`config.mk`:
```
export PLATFORM = sky130hd
export DESIGN_NAME = sum_accumulator
export DESIGN_NICKNAME = d
export VERILOG_FILES = /design/src/rtl/sum_accumulator.sv
export SDC_FILE = /design/constraint.sdc
export NUM_CORES = 1
export LEC_CHECK = 0
export CORE_ASPECT_RATIO = 1.1
export CORE_MARGIN = 4
export CORE_UTILIZATION = 50
export CTS_CLUSTER_DIAMETER = 120
export DETAILED_ROUTE_END_ITERATION = 12
export PLACE_DENSITY = 0.76
export REMOVE_ABC_BUFFERS = 1
export SKIP_LAST_GASP = 1
export SLEW_MARGIN = 0
export SYNTH_ARGS = -nofsm -noshare
export SYNTH_HDL_FRONTEND = slang
export SYNTH_SLANG_ARGS = --single-unit
```
`constraint.sdc`:
```
create_clock -name clk -period 2.3 [get_ports clk]
set_input_delay 0.46 -clock clk [delete_from_list [all_inputs] [get_ports clk]]
set_output_delay 0.46 -clock clk [all_outputs]
set_load 0.05 [all_outputs]
```
`src/rtl/sum_accumulator.sv`:
```
// sum_accumulator
//   Collects a block of 17-bit partial sums from the upstream 16-bit adder
//   stage into one ACC_W-bit total. Each block has cfg_len beats (0 means 1),
//   and cfg_len is sampled on the block's first beat. The result is presented
//   with a valid/ready handshake.
//
//   The adder is one bit wider than the accumulator. A carry out of the top
//   accumulator bit sets a sticky overflow flag that stays set for the rest of
//   the block.
//
//   Optional build macro SUM_ACC_SAT_EN:
//     defined   -> after an overflow the accumulator saturates to all-ones and
//                  stays there until the block ends
//     undefined -> the accumulator wraps modulo 2^ACC_W
//   In both builds out_ovf reports the overflow.
module sum_accumulator #(
  parameter int ACC_W = 24,
  parameter int LEN_W = 8
) (
  input  logic             clk,
  input  logic             rst_n,
  input  logic             in_valid,
  output logic             in_ready,
  input  logic [16:0]      in_sum,
  input  logic [LEN_W-1:0] cfg_len,
  input  logic             clear,
  output logic             out_valid,
  input  logic             out_ready,
  output logic [ACC_W-1:0] out_acc,
  output logic             out_ovf,
  output logic             busy
);

  typedef enum logic [1:0] {
    IDLE  = 2'd0,
    ACCUM = 2'd1,
    HOLD  = 2'd2
  } state_t;

  state_t           state_q, state_d;
  logic [ACC_W-1:0] acc_q, acc_d;
  logic [LEN_W:0]   cnt_q, cnt_d;
  logic [LEN_W:0]   len_q, len_d;
  logic             ovf_q, ovf_d;
  logic             outValid_q, outValid_d;
  logic [ACC_W-1:0] outAcc_q, outAcc_d;
  logic             outOvf_q, outOvf_d;
  logic             busy_q, busy_d;

  logic             beatFire;
  logic [ACC_W:0]   sumWide;
  logic             carry;
  logic [ACC_W-1:0] accAdd;
  logic             ovfAdd;
  logic [LEN_W:0]   cntInc;
  logic [LEN_W:0]   lenFirst;

  // in_ready is combinational: it must drop in the same cycle that clear is
  // raised, so a beat offered alongside clear is never taken.
  assign in_ready = (state_q != HOLD) && !clear;
  assign beatFire = in_valid && in_ready;

  // Widen both operands by one bit so that the carry out of the top
  // accumulator bit shows up as sumWide[ACC_W].
  assign sumWide  = {1'b0, acc_q} + (ACC_W+1)'(in_sum);
  assign carry    = sumWide[ACC_W];
  assign ovfAdd   = ovf_q || carry;
  assign cntInc   = cnt_q + {{LEN_W{1'b0}}, 1'b1};

  // A length of zero is treated as a one-beat block. The counter and the
  // length are one bit wider than cfg_len, so the largest length completes
  // without the counter wrapping.
  assign lenFirst = (cfg_len == '0) ? {{LEN_W{1'b0}}, 1'b1} : {1'b0, cfg_len};

  // Pick the accumulator value for an ACCUM beat: saturating or wrapping.
`ifdef SUM_ACC_SAT_EN
  always_comb begin
    accAdd = sumWide[ACC_W-1:0];
    if (ovfAdd) begin
      accAdd = '1;
    end
  end
`else
  always_comb begin
    accAdd = sumWide[ACC_W-1:0];
  end
`endif

  // Next-state and next-output logic. Every register holds by default, and
  // clear overrides everything else at the end.
  always_comb begin
    state_d    = state_q;
    acc_d      = acc_q;
    cnt_d      = cnt_q;
    len_d      = len_q;
    ovf_d      = ovf_q;
    outValid_d = outValid_q;
    outAcc_d   = outAcc_q;
    outOvf_d   = outOvf_q;

    unique case (state_q)
      IDLE: begin
        if (beatFire) begin
          acc_d = ACC_W'(in_sum);
          cnt_d = {{LEN_W{1'b0}}, 1'b1};
          len_d = lenFirst;
          ovf_d = 1'b0;
          if (lenFirst == {{LEN_W{1'b0}}, 1'b1}) begin
            state_d    = HOLD;
            outValid_d = 1'b1;
            outAcc_d   = ACC_W'(in_sum);
            outOvf_d   = 1'b0;
          end else begin
            state_d = ACCUM;
          end
        end
      end

      ACCUM: begin
        if (beatFire) begin
          acc_d = accAdd;
          cnt_d = cntInc;
          ovf_d = ovfAdd;
          if (cntInc == len_q) begin
            state_d    = HOLD;
            outValid_d = 1'b1;
            outAcc_d   = accAdd;
            outOvf_d   = ovfAdd;
          end
        end
      end

      HOLD: begin
        if (out_ready) begin
          state_d    = IDLE;
          outValid_d = 1'b0;
        end
      end

      default: begin
        state_d    = IDLE;
        outValid_d = 1'b0;
      end
    endcase

    if (clear) begin
      state_d    = IDLE;
      acc_d      = '0;
      cnt_d      = '0;
      ovf_d      = 1'b0;
      outValid_d = 1'b0;
      outAcc_d   = '0;
      outOvf_d   = 1'b0;
    end
  end

  // busy is registered. It follows the state that is about to be entered, so
  // it lines up exactly with the ACCUM and HOLD states.
  assign busy_d = (state_d != IDLE);

  // State and output registers, cleared immediately when rst_n goes low.
  always_ff @(posedge clk or negedge rst_n) begin
    if (!rst_n) begin
      state_q    <= IDLE;
      acc_q      <= '0;
      cnt_q      <= '0;
      len_q      <= '0;
      ovf_q      <= 1'b0;
      outValid_q <= 1'b0;
      outAcc_q   <= '0;
      outOvf_q   <= 1'b0;
      busy_q     <= 1'b0;
    end else begin
      state_q    <= state_d;
      acc_q      <= acc_d;
      cnt_q      <= cnt_d;
      len_q      <= len_d;
      ovf_q      <= ovf_d;
      outValid_q <= outValid_d;
      outAcc_q   <= outAcc_d;
      outOvf_q   <= outOvf_d;
      busy_q     <= busy_d;
    end
  end

  assign out_valid = outValid_q;
  assign out_acc   = outAcc_q;
  assign out_ovf   = outOvf_q;
  assign busy      = busy_q;

endmodule

```
==> flow_summary_export.csv, run 1 <==
group,metric,value,unit
clock_network,path_clk_slew,0.08,ns
placement,dpl.hpwl,8.28,mm
routing,drcViolationCount,0,
synth,seq_area_frac_synth,39.7,%
sta,setup_tns,-2.89,ns
power,power_density,616,mW/mm^2
worst_setup_path,critPathArrivalTime,2.90,ns
clock_network,clock_latency,0.36,ns
run_status,violations,"setup timing",
floorplanning,start_util,52.4,%
clock_network,clockBufferDepth,2,
routing,wl,14.1,mm
floorplanning,die_width,98.2,um
finish,syn2layout_area_growth,49.0,%
global_route,antenna_found_initial,0,
synth,ys_types,64,
sta,worst_slew_pin_slew,0.519,ns
sta,finalSetupViolCount,26,
sta,final.setup.worst_slack,-0.311,ns
routing,antenna_left,0,
synth,synth_top_area_share,39.7,%
synth,synthCells,490,
sta,max_freq,383,MHz
synth,synthTopCellsByCount,"dfrtp_1, nor2_1, a21oi_1",
sta,slew_violations,0,
worst_setup_path,startpoint_type,"flip-flop",
worst_setup_path,critical_path_class,"reg -> reg",
routing,first_pass_iters,5,
routing,post_drt_wl_per_cell,19.1,um
worst_setup_path,cp_max_fo,3,
placement,place_area,0.00565,mm^2
synth,yosys-top-cells-area,"dfrtp_1, ha_1, a21oi_1",
synth,synthFlopType,"dfrtp_1",
run_status,status,"finished, violations left",
floorplanning,die_h,107,um
worst_setup_path,slowest_stage,"a2111o_1",
finish,final_area,0.00667,mm^2
sta,period_share,114,%
clock_network,postCtsHoldBufs,0,
routing,drt-initial-drc-count,335,
floorplanning,io_pins,58,
synth,yosys_warnings,0,
sta,hold_viol_final,0,
placement,gp_congestion,0.868,
synth,syn_area,0.00447,mm^2
worst_setup_path,cp-end-kind,"flip-flop",
sta,slew_headroom,65.3,%
global_route,grt-ovfl-total,0,
job,maxCapViolCount,0,
synth,yosysMostFrequentCell,"dfrtp_1",
clock_network,cts_tree,"built",
global_route,grt_start_max_net_pins,72,
clock_network,cts.sinks,71,
clock_network,cts_buffers,9,
finish,nets,673,
floorplanning,die_area,0.0105,mm^2
synth,syn_area_per_cell,9.13,um^2
finish,drive_gt1_share,36.1,%
sta,rsz0062_at_grt,"yes",
synth,async_flop_share,100,%
global_route,grt_usage,24.5,%
synth,synth_top_cell_by_area,"dfrtp_1",
synth,synth_seq_cells,71,
power,p_leak,2.83,nW
synth,synth_edf_count,0,
sta,finalClockSkew,0.00769,ns
clock_network,h-tree-depth,3,
finish,final_core_util,78.1,%
min_path,min_path_type,"in -> async",
worst_setup_path,required,2.59,ns
global_route,grt_pass1_wl,21.0,mm
floorplanning,rows,35,
placement,io_buffers,57,
routing,vias,4463,
power,vdd_ir_drop_max,450,uV
global_route,grt_pass1_vias,4433,
sta,period_minus_slack,2.61,ns
routing,vias_per_cell,6.03,
worst_setup_path,path_cells,"ha_2, inv_2, fa_2, nand2b_4, a21oi_4, o31a_1, a211o_1, a2111o_1, a21oi_2, a31oi_2, a21oi_1",
finish,antenna_cells,0,
finish,n_fill_cell,510,
floorplanning,coreArea,0.00854,mm^2
worst_setup_path,critPathMaxStageDelay,0.44,ns
clock_network,ctsRootBufferMaster,"clkbuf_8",
-- metal layers --
layer	vias to the layer above	part of all wire, %	GRT usage (%)
met4	0	3.0	8.39
met1	2150	39	29.1
li1	2056	-	-
met5	-	0	0
met2	207	52	43.7
met3	50	6.0	5.34
-- state kept, by name, indices dropped and copies added, names as in the netlist --
register,count
acc_q,24
out_acc,24
state_q,2
len_q,8
ovf_q,1
busy,1
out_valid,1
out_ovf,1
cnt_q,9
-- area by class of cell --
| class | count | area, um^2 | area share, % |
|---|---|---|---|
| Tap cell | 111 | 139 | 2.08 |
| Inverter | 13 | 48.8 | 0.732 |
| Sequential cell | 71 | 1780 | 26.7 |
| Multi-Input combinational cell | 381 | 3130 | 46.9 |
| Clock inverter | 7 | 95.1 | 1.43 |
| Timing Repair Buffer | 148 | 1350 | 20.3 |
| Clock buffer | 9 | 124 | 1.86 |
-- layout by cell type (no fill, tap or decap), types with 7 or more instances in the layout --
master           synthesis  final
a211oi_2                 1      7
a21oi_2                  0     12
a21o_1                  10     10
ha_4                     0     14
nand2b_1                 8      7
clkdlybuf4s50_1          0     40
mux2_2                  17     13
dlygate4sd2_1            0     12
buf_4                    0     75
a211oi_1                19     13
inv_1                   13     11
o21ai_0                 31     22
buf_6                    1     11
nand3_1                 12     10
a21oi_1                 40     24
xnor2_1                 15     12
nor2_1                  53     49
clkbuf_8                 0      9
nand2_1                 38     35
dfrtp_1                 71     70
-- path summary, 6_finish.rpt --
kind	from	to	slack (ns)	cells past startpoint
setup / recovery	acc_q[0]	out_acc[16]	-0.31	11
hold / removal	rst_n	acc_q[0]	0.12	2
setup reg to reg	acc_q[0]	out_acc[16]	-0.31	11
hold reg to reg	out_acc[12]	out_acc[12]	0.52	1
max in group asynchronous	rst_n	cnt_q[2]	1.86	2
min in group clk	out_acc[12]	out_acc[12]	0.52	1
-- cells by family after synthesis --
kind of cell / count (synthesis) / share of synthesized area (%)
compound gates: 148 / 21.6
xor+xnor: 22 / 4.31
fa+ha+maj: 19 / 5.48
buf+inv: 38 / 3.66
flops: 71 / 39.7
mux: 23 / 5.73
simple gates: 169 / 19.5
-- through the flow --
stage	cells	setup slack, ns	hold slack (ns)	total power, mW
4_1_cts	727	-0.221	0.143	3.88
3_5_place_dp	703	-0.878	0.501	2.61
5_1_grt	740	-0.400	0.139	4.28
3_3_place_gp	703	-0.795	0.488	2.57
2_1_floorplan	465	-0.240	0.164	2.14
6_report	740	-0.311	0.123	4.11
-- critical path, delay by kind of cell (launching register included) --
kind	cells	cell delay (ns)
AO/OA/AOI/OAI	7	1.54
adder cells (fa/ha/maj)	2	0.39
buffers and inverters	1	0.06
flip-flops	1	0.39
AND/OR/NAND/NOR	1	0.14
-- timing repair --
item,4_1_cts,5_1_grt
setup endpoints to repair,42,42
cloned,0,1
pin swaps,57,42
resized for setup,86,56
setup buffers,8,13
-- power breakdown --
group	switching (mW)	internal [mW]
clock	0.518	0.612
combinational	0.788	0.710
sequential	0.124	1.35
(Power assumes the default switching activity.)
==> inputs of run 2 (changes only) <==
--- a/config.mk
+++ b/config.mk
@@ -11,7 +11,6 @@
 export CTS_CLUSTER_DIAMETER = 120
 export DETAILED_ROUTE_END_ITERATION = 12
 export PLACE_DENSITY = 0.76
-export REMOVE_ABC_BUFFERS = 1
 export SKIP_LAST_GASP = 1
 export SLEW_MARGIN = 0
 export SYNTH_ARGS = -nofsm -noshare
==> flow_summary_export.csv, run 2 (synthesized netlist as in run 1, its figures left out) <==
group,metric,value,unit
global_route,grt_pass1_vias,4362,
clock_network,clockBufferDepth,2,
min_path,min_path_type,"in -> async",
finish,antenna_cells,0,
run_status,status,"finished, violations left",
sta,final.setup.worst_slack,-0.307,ns
sta,slew_headroom,64.8,%
finish,nets,675,
sta,slew_violations,0,
worst_setup_path,startpoint_type,"flip-flop",
routing,antenna_left,0,
worst_setup_path,path_cells,"ha_4, inv_2, fa_2, nand2b_4, a21oi_4, o31a_1, a211o_1, buf_4, a31oi_4, xnor2_1, mux2i_1, a211oi_1",
sta,period_share,113,%
sta,hold_viol_final,0,
routing,vias,4481,
floorplanning,io_pins,58,
routing,drt-initial-drc-count,305,
sta,max_freq,384,MHz
finish,final_cell_mix,"buf_4, dfrtp_1, nor2_1",
global_route,grt_pass1_wl,20.7,mm
placement,gp_congestion,0.860,
clock_network,cts_tree,"built",
worst_setup_path,critPathMaxStageDelay,0.42,ns
floorplanning,coreArea,0.00854,mm^2
worst_setup_path,slowest_stage,"dfrtp_1",
floorplanning,die_area,0.0105,mm^2
sta,period_minus_slack,2.61,ns
worst_setup_path,cp_max_fo,3,
routing,vias_per_cell,6.05,
synth,synth_nets,539,
power,vdd_ir_drop_max,465,uV
worst_setup_path,critPathArrivalTime,2.87,ns
finish,n_fill_cell,542,
routing,drcViolationCount,0,
clock_network,ctsRootBufferMaster,"clkbuf_8",
finish,syn2layout_area_growth,47.4,%
worst_setup_path,required,2.56,ns
sta,worst_slew_pin_slew,0.526,ns
worst_setup_path,cp-end-kind,"flip-flop",
floorplanning,die_h,107,um
placement,io_buffers,57,
floorplanning,rows,35,
power,power_density,590,mW/mm^2
clock_network,h-tree-depth,3,
global_route,grt_start_max_net_pins,52,
clock_network,cts_buffers,9,
global_route,grt-ovfl-total,0,
placement,dpl.hpwl,8.63,mm
run_status,violations,"setup timing",
global_route,antenna_found_initial,0,
clock_network,postCtsHoldBufs,0,
sta,rsz0062_at_grt,"yes",
clock_network,clock_latency,0.35,ns
job,maxCapViolCount,0,
clock_network,path_clk_slew,0.08,ns
routing,post_drt_wl_per_cell,18.5,um
routing,wl,13.7,mm
power,fin_total_pwr,3.89,mW
finish,drive_gt1_share,36.0,%
worst_setup_path,ff2ff_path_depth,12,
floorplanning,die_width,98.2,um
finish,final_core_util,77.2,%
worst_setup_path,critical_path_class,"reg -> reg",
global_route,grt_usage,24.2,%
sta,finalSetupViolCount,23,
finish,mostFrequentLayoutCell,"buf_4",
sta,finalClockSkew,0.0101,ns
power,p_leak,2.81,nW
sta,whs,0.0683,ns
routing,first_pass_iters,7,
clock_network,cts.sinks,71,
floorplanning,start_util,52.4,%
run 2: changes by cell type in the layout (fill, tap and decap cells not counted), sizes merged:
cell           before  now
bufinv              2    1
clkbuf             11   13
inv                14   13
dlygate4sd2        12   11
clkdlybuf4s50      40   43
dlymetal6s2s        2    1
clkinv              3    2
buf                92   93
run 2: what timing repair did:
item                                    in CTS  in global routing
resized for setup                           51                 62
setup buffers                                4                 15
pin swaps                                   20                 45
endpoints found under the hold margin        0                  0
gates cloned                                 0                  2
endpoints found under the setup margin      43                 43
run 2: through the flow:
stage / cell area, um^2 / setup slack, ns / cells / TNS, ns
finish: 6590 / -0.307 / 741 / -2.43
CTS: 6150 / -0.220 / 726 / -1.38
floorplan: 4580 / -0.0926 / 490 / -0.722
detailed placement: 5780 / -0.835 / 708 / -27.01
global placement: 5780 / -0.721 / 708 / -24.11
global route: 6590 / -0.416 / 741 / -5.43
run 2: final cells by class:
class | count | area [um^2] | area share (%)
Clock inverter | 4 | 47.5 | 0.721
Sequential cell | 71 | 1780 | 27.0
Timing Repair Buffer | 150 | 1350 | 20.5
Multi-Input combinational cell | 381 | 3090 | 46.9
Inverter | 13 | 48.8 | 0.740
Clock buffer | 11 | 131 | 1.99
Tap cell | 111 | 139 | 2.11
run 2: final timing paths:
kind,slack (ns),to,start
worst max-delay path,-0.31,acc_q[14],acc_q[0]
worst min-delay path,0.07,len_q[6],rst_n
worst max register to register,-0.31,acc_q[14],acc_q[0]
worst min register to register,0.51,out_acc[3],out_acc[3]
max in group asynchronous,1.59,acc_q[1],rst_n
min in group clk,0.51,out_acc[3],out_acc[3]
run 2: power breakdown:
group	internal (mW)	switching [mW]	total, mW
clock network	0.493	0.483	0.975
logic	0.677	0.770	1.45
registers	1.35	0.114	1.47
total	2.52	1.37	3.89
run 2: worst max-delay path: cells and delay by family, from the launching register on:
family	cells	cell delay, ns
AO/OA/AOI/OAI	5	1.08
flip-flops	1	0.42
adder cells (fa/ha/maj)	2	0.36
buffers and inverters	2	0.21
XOR/XNOR	1	0.17
AND/OR/NAND/NOR	1	0.14
multiplexers	1	0.14
run 2: per-layer routing:
layer	track usage, %	up-vias	wire [um]	share of wire, %
li1	-	2051	-	-
met1	31.1	2208	5550	40
met2	40.9	184	6910	50
met3	4.03	38	882	6.4
met4	8.88	0	372	2.7
met5	0	-	0	0
==> inputs of run 3 (changes only) <==
--- a/config.mk
+++ b/config.mk
@@ -5,6 +5,7 @@
 export SDC_FILE = /design/constraint.sdc
 export NUM_CORES = 1
 export LEC_CHECK = 0
+export CAP_MARGIN = 40
 export CORE_ASPECT_RATIO = 1.1
 export CORE_MARGIN = 4
 export CORE_UTILIZATION = 50
==> results of run 3 <==
The final DEF is identical to that of run 2; final timing and power are the same.
==> RTL change 1: new RTL, config.mk and constraints of run 3 <==
Build with the macro `SUM_ACC_SAT_EN` defined.
--- a/src/rtl/sum_accumulator.sv
+++ b/src/rtl/sum_accumulator.sv
@@ -15,2 +15,4 @@
 //   In both builds out_ovf reports the overflow.
+`define SUM_ACC_SAT_EN
+
 module sum_accumulator #(
Check against the original RTL: no difference found for any inputs over 4 cycles, from zero or initial values and one cycle with rst_n low; that may be too few to reach the edited logic, so the function may still have changed.
==> RTL change 1 against run 3 <==
- the flow still finishes with violations (setup timing)
- final area up 5.5%
- area after synthesis grew 2.4%
- power is 4.2% lower
- wire length up 8.7%
- sequential cell count is the same
- setup slack better by 0.17 ns
- die area increased by 2.2%
- synthesized cell count increased by 1.6%
- critical path depth down 1
- register-to-register slack gained 0.18 ns
- largest cell class unchanged
- largest power group unchanged
- highest routed layer unchanged
==> RTL change 1: results (changes against run 3) <==
WL per Instance 19.9 µm (+7.4%); violation count after the first detailed-route iteration 237 (-22%); drt pass-1 iters 5 (-2); Final Instance Area 6950 µm² (+5.5%); NumNets Final 680 (+0.74%); GR met2 Demand/Resource 47.7% (+6.8 points); Filler cells 528 (-2.6%); status complete, but fails checks; area of the multi-input gates 3430 µm² (+11%); largest net degree at the start of global routing 72 (+38%); Post-Synth Adder-Cell Area 5.35% (-0.13 points); hpwl dp 9130 µm (+5.8%); worst r2r dst out_acc[11]; DP Cell Count 718 (+1.4%); XOR/XNOR Fraction of Synth Area 4.94% (+0.64 points); clock network area share 2.84% (+0.13 points); routed wire length 14900 µm (+8.7%); Total GRT Usage 26.2% (+2.0 points); static leakage power 2.98 nW (+5.9%); #MultiIn Comb 391 (+2.6%); worst setup margin -0.135 ns (+0.172 ns); ratio of cells with drive above 1 in the final layout 37.4% (+1.4 points); Met1 Routed Length 5800 µm (+4.5%); Cell variety after synth 70 (+9.4%); met3 Track Usage GR 3.81% (-0.23 points); CP max stage cell fa_2; slew margin rel. 56.7% (-8.1 points); R2R depth 9 (-3); Buffers, non-clock 154 (+2.7%); flop-to-flop setup slack -0.13 ns (+0.18 ns); vias in the first global route 4650 (+6.6%); first-pass GRT wire length 22500 µm (+9.1%); Synth top cells by count dfrtp_1, nor2_1, nand2_1; failing checks setup timing; met2 WL 7880 µm (+14%); Max Clock Skew 0.00855 ns (-0.00154 ns); critical path launch point in_sum[1]; Worst Setup EP out_acc[16]; Seq/Total Area, Yosys 38.8% (-0.93 points); signal buffers share of area 19.9% (-0.62 points); multiplexer share of the synthesized area 5.27% (-0.46 points); Syn Area/Cell 9.20 µm² (+0.76%); Core Region 8920 µm² (+4.4%); post-placement cell area 5860 µm² (+1.3%); Final setup viols 46 (+100%)
-- RTL change 1: worst max-delay path: cells and delay by family --
kind	cells	cell delay, ns
XOR/XNOR	1	0.22
adder cells (fa/ha/maj)	1	0.39
AND/OR/NAND/NOR	1	0.08
buffers and inverters	3	0.65
AO/OA/AOI/OAI	5	0.87
-- RTL change 1: cells by family (layout without fill, tap and decap cells) --
group / Yosys count / in the layout
adders and majority gates: 19 / 19
buffers and inverters: 37 / 174
AOI/OAI and AO/OA: 151 / 152
xor gates and xnor gates: 25 / 25
DFF: 71 / 71
muxes: 23 / 23
and+or+nand+nor: 172 / 172
-- RTL change 1: repair_timing --
action / in CTS / in global routing
gates cloned: 2 / 0
setup buffers: 4 / 13
pin swaps: 38 / 31
endpoints found under the setup margin: 51 / 53
gates resized for setup: 92 / 57
-- RTL change 1: where the power goes --
part,switching [mW],internal (mW)
logic,0.704,0.597
registers,0.0704,1.32
clock network,0.505,0.532
==> RTL change 2: new RTL, settings of run 3 <==
Without the edit above. Re-encode `state_t` (3 states) as one-hot, 3 bits wide.
--- a/src/rtl/sum_accumulator.sv
+++ b/src/rtl/sum_accumulator.sv
@@ -33,6 +33,6 @@
 
-  typedef enum logic [1:0] {
-    IDLE  = 2'd0,
-    ACCUM = 2'd1,
-    HOLD  = 2'd2
+  typedef enum logic [2:0] {
+    IDLE  = 3'b001,
+    ACCUM = 3'b010,
+    HOLD  = 3'b100
   } state_t;
Behaviour: no difference found for any inputs over 4 cycles, from zero or initial values and one cycle with rst_n low; so few cycles prove little.
==> RTL change 2 against run 3 <==
- the run still ends with setup timing left
- power is 13% higher
- wire length rose by 12%
- setup slack worse by 0.096 ns
- count of clock-buffer cells in the layout is the same
- sequential cell count increased by 1
- final area up 6.1%
- non-clock buffer count grew 8
- critical path depth down 1
- area after synthesis increased by 4.4%
- die area grew 4.0%
- first-iteration DRC count increased by 6.2%
- critical path type unchanged
- critical endpoint is now out_acc[14]
- largest cell class unchanged
==> RTL change 2: results (changes against run 3) <==
Max Clock Skew 0.0102 ns (+0.0000995 ns); Synth Flop Type dfrtp_1; failing checks setup timing; largest net degree at the start of global routing 73 (+40%); Synth top cells by count dfrtp_1, nand2_1, a21oi_1; htree depth 3 (unchanged); DP Cell Count 712 (+0.56%); hpwl dp 9050 µm (+4.9%); WL per Instance 20.5 µm (+11%); syn_nets 530 (-1.7%); Clock Tree Root clkbuf_8; initial antenna violation count 0 (unchanged); RR Startpoint acc_q[0]; ratio of cells with drive above 1 in the final layout 37.7% (+1.7 points); final setup TNS -8.19 ns (-5.75 ns); worst r2r dst out_acc[14]; NumNets Final 680 (+0.74%); slew margin rel. 39.0% (-26 points); Seq/Total Area, Yosys 38.6% (-1.1 points); peak supply drop 0.383 mV (-18%); Clock Latency Late Sink 0.37 ns (+0.02 ns); GP Congestion 0.919 (+6.8%); arrival time worst endpoint 2.96 ns (+0.09 ns); first-pass GRT wire length 22800 µm (+10%); violation count after the first detailed-route iteration 324 (+6.2%); DR vias 4688 (+4.6%); largest cells by area after synthesis dfrtp_1, mux2_2, ha_1; Syn Area/Cell 9.71 µm² (+6.3%); Total GRT Usage 26.4% (+2.2 points); worst setup margin -0.403 ns (-0.0961 ns); Final setup viols 42 (+83%); R2R depth 11 (-1); static leakage power 3.12 nW (+11%); status complete, but fails checks; vias per cell 6.25 (+3.4%); Cell variety after synth 66 (+3.1%)
RTL change 2: logic make-up after synthesis:
group | after synthesis | share of synthesized area (%)
buf+inv | 30 | 4.10
simple gates | 153 | 16.4
fa+ha+maj | 20 | 5.47
compound gates | 141 | 20.1
flops | 72 | 38.6
mux | 38 | 10.2
xor+xnor | 27 | 5.06
RTL change 2: power by group:
group	switching, mW	leakage (nW)	internal (mW)
Clock	0.505	0.150	1.00
Sequential	0.0838	0.948	1.37
Combinational	0.767	2.02	0.666
RTL change 2: what timing repair did:
| action | in CTS | in global routing |
|---|---|---|
| cloned | 2 | 0 |
| buffers inserted | 13 | 9 |
| hold buffers | 0 | 0 |
| pin swaps | 35 | 40 |
| resized for setup | 64 | 60 |
| setup endpoints to repair | 45 | 45 |
RTL change 2: area by class of cell:
type | count | area, µm²
multi-input combinational | 379 | 3260
tap | 114 | 143
inverter | 11 | 41.3
fill | 549 | 2020
clock inverter | 5 | 150
clock buffer | 11 | 151
timing repair buffer | 158 | 1440
sequential | 72 | 1800
RTL change 2: how the worst max path moves through the flow:
stage / from / end / slack (ns) / depth (start not counted)
3_5_place_dp: in_sum[0] / acc_q[20] / -0.96 / 11
5_1_grt: acc_q[0] / acc_q[14] / -0.48 / 11
4_1_cts: acc_q[0] / out_acc[20] / -0.29 / 10
3_3_place_gp: in_sum[0] / out_acc[20] / -0.89 / 11
2_1_floorplan: cnt_q[0] / out_acc[14] / -0.21 / 9
6_report: acc_q[0] / out_acc[14] / -0.40 / 11
RTL change 2: through the flow:
stage	instance area (µm²)	setup slack, ns	hold slack [ns]
5_1_grt	6990	-0.482	0.146
2_1_floorplan	4760	-0.210	0.164
4_1_cts	6670	-0.288	0.130
3_5_place_dp	5970	-0.959	0.481
3_3_place_gp	5970	-0.895	0.462
6_report	6990	-0.403	0.101
RTL change 2: routing by layer:
layer / global-route usage [%] / part of all wire [%] / vias up
li1: - / - / 2054
met1: 31.5 / 37 / 2252
met2: 45.4 / 50 / 305
met3: 5.71 / 8.3 / 77
met4: 12.1 / 4.3 / 0
met5: 0 / 0 / -
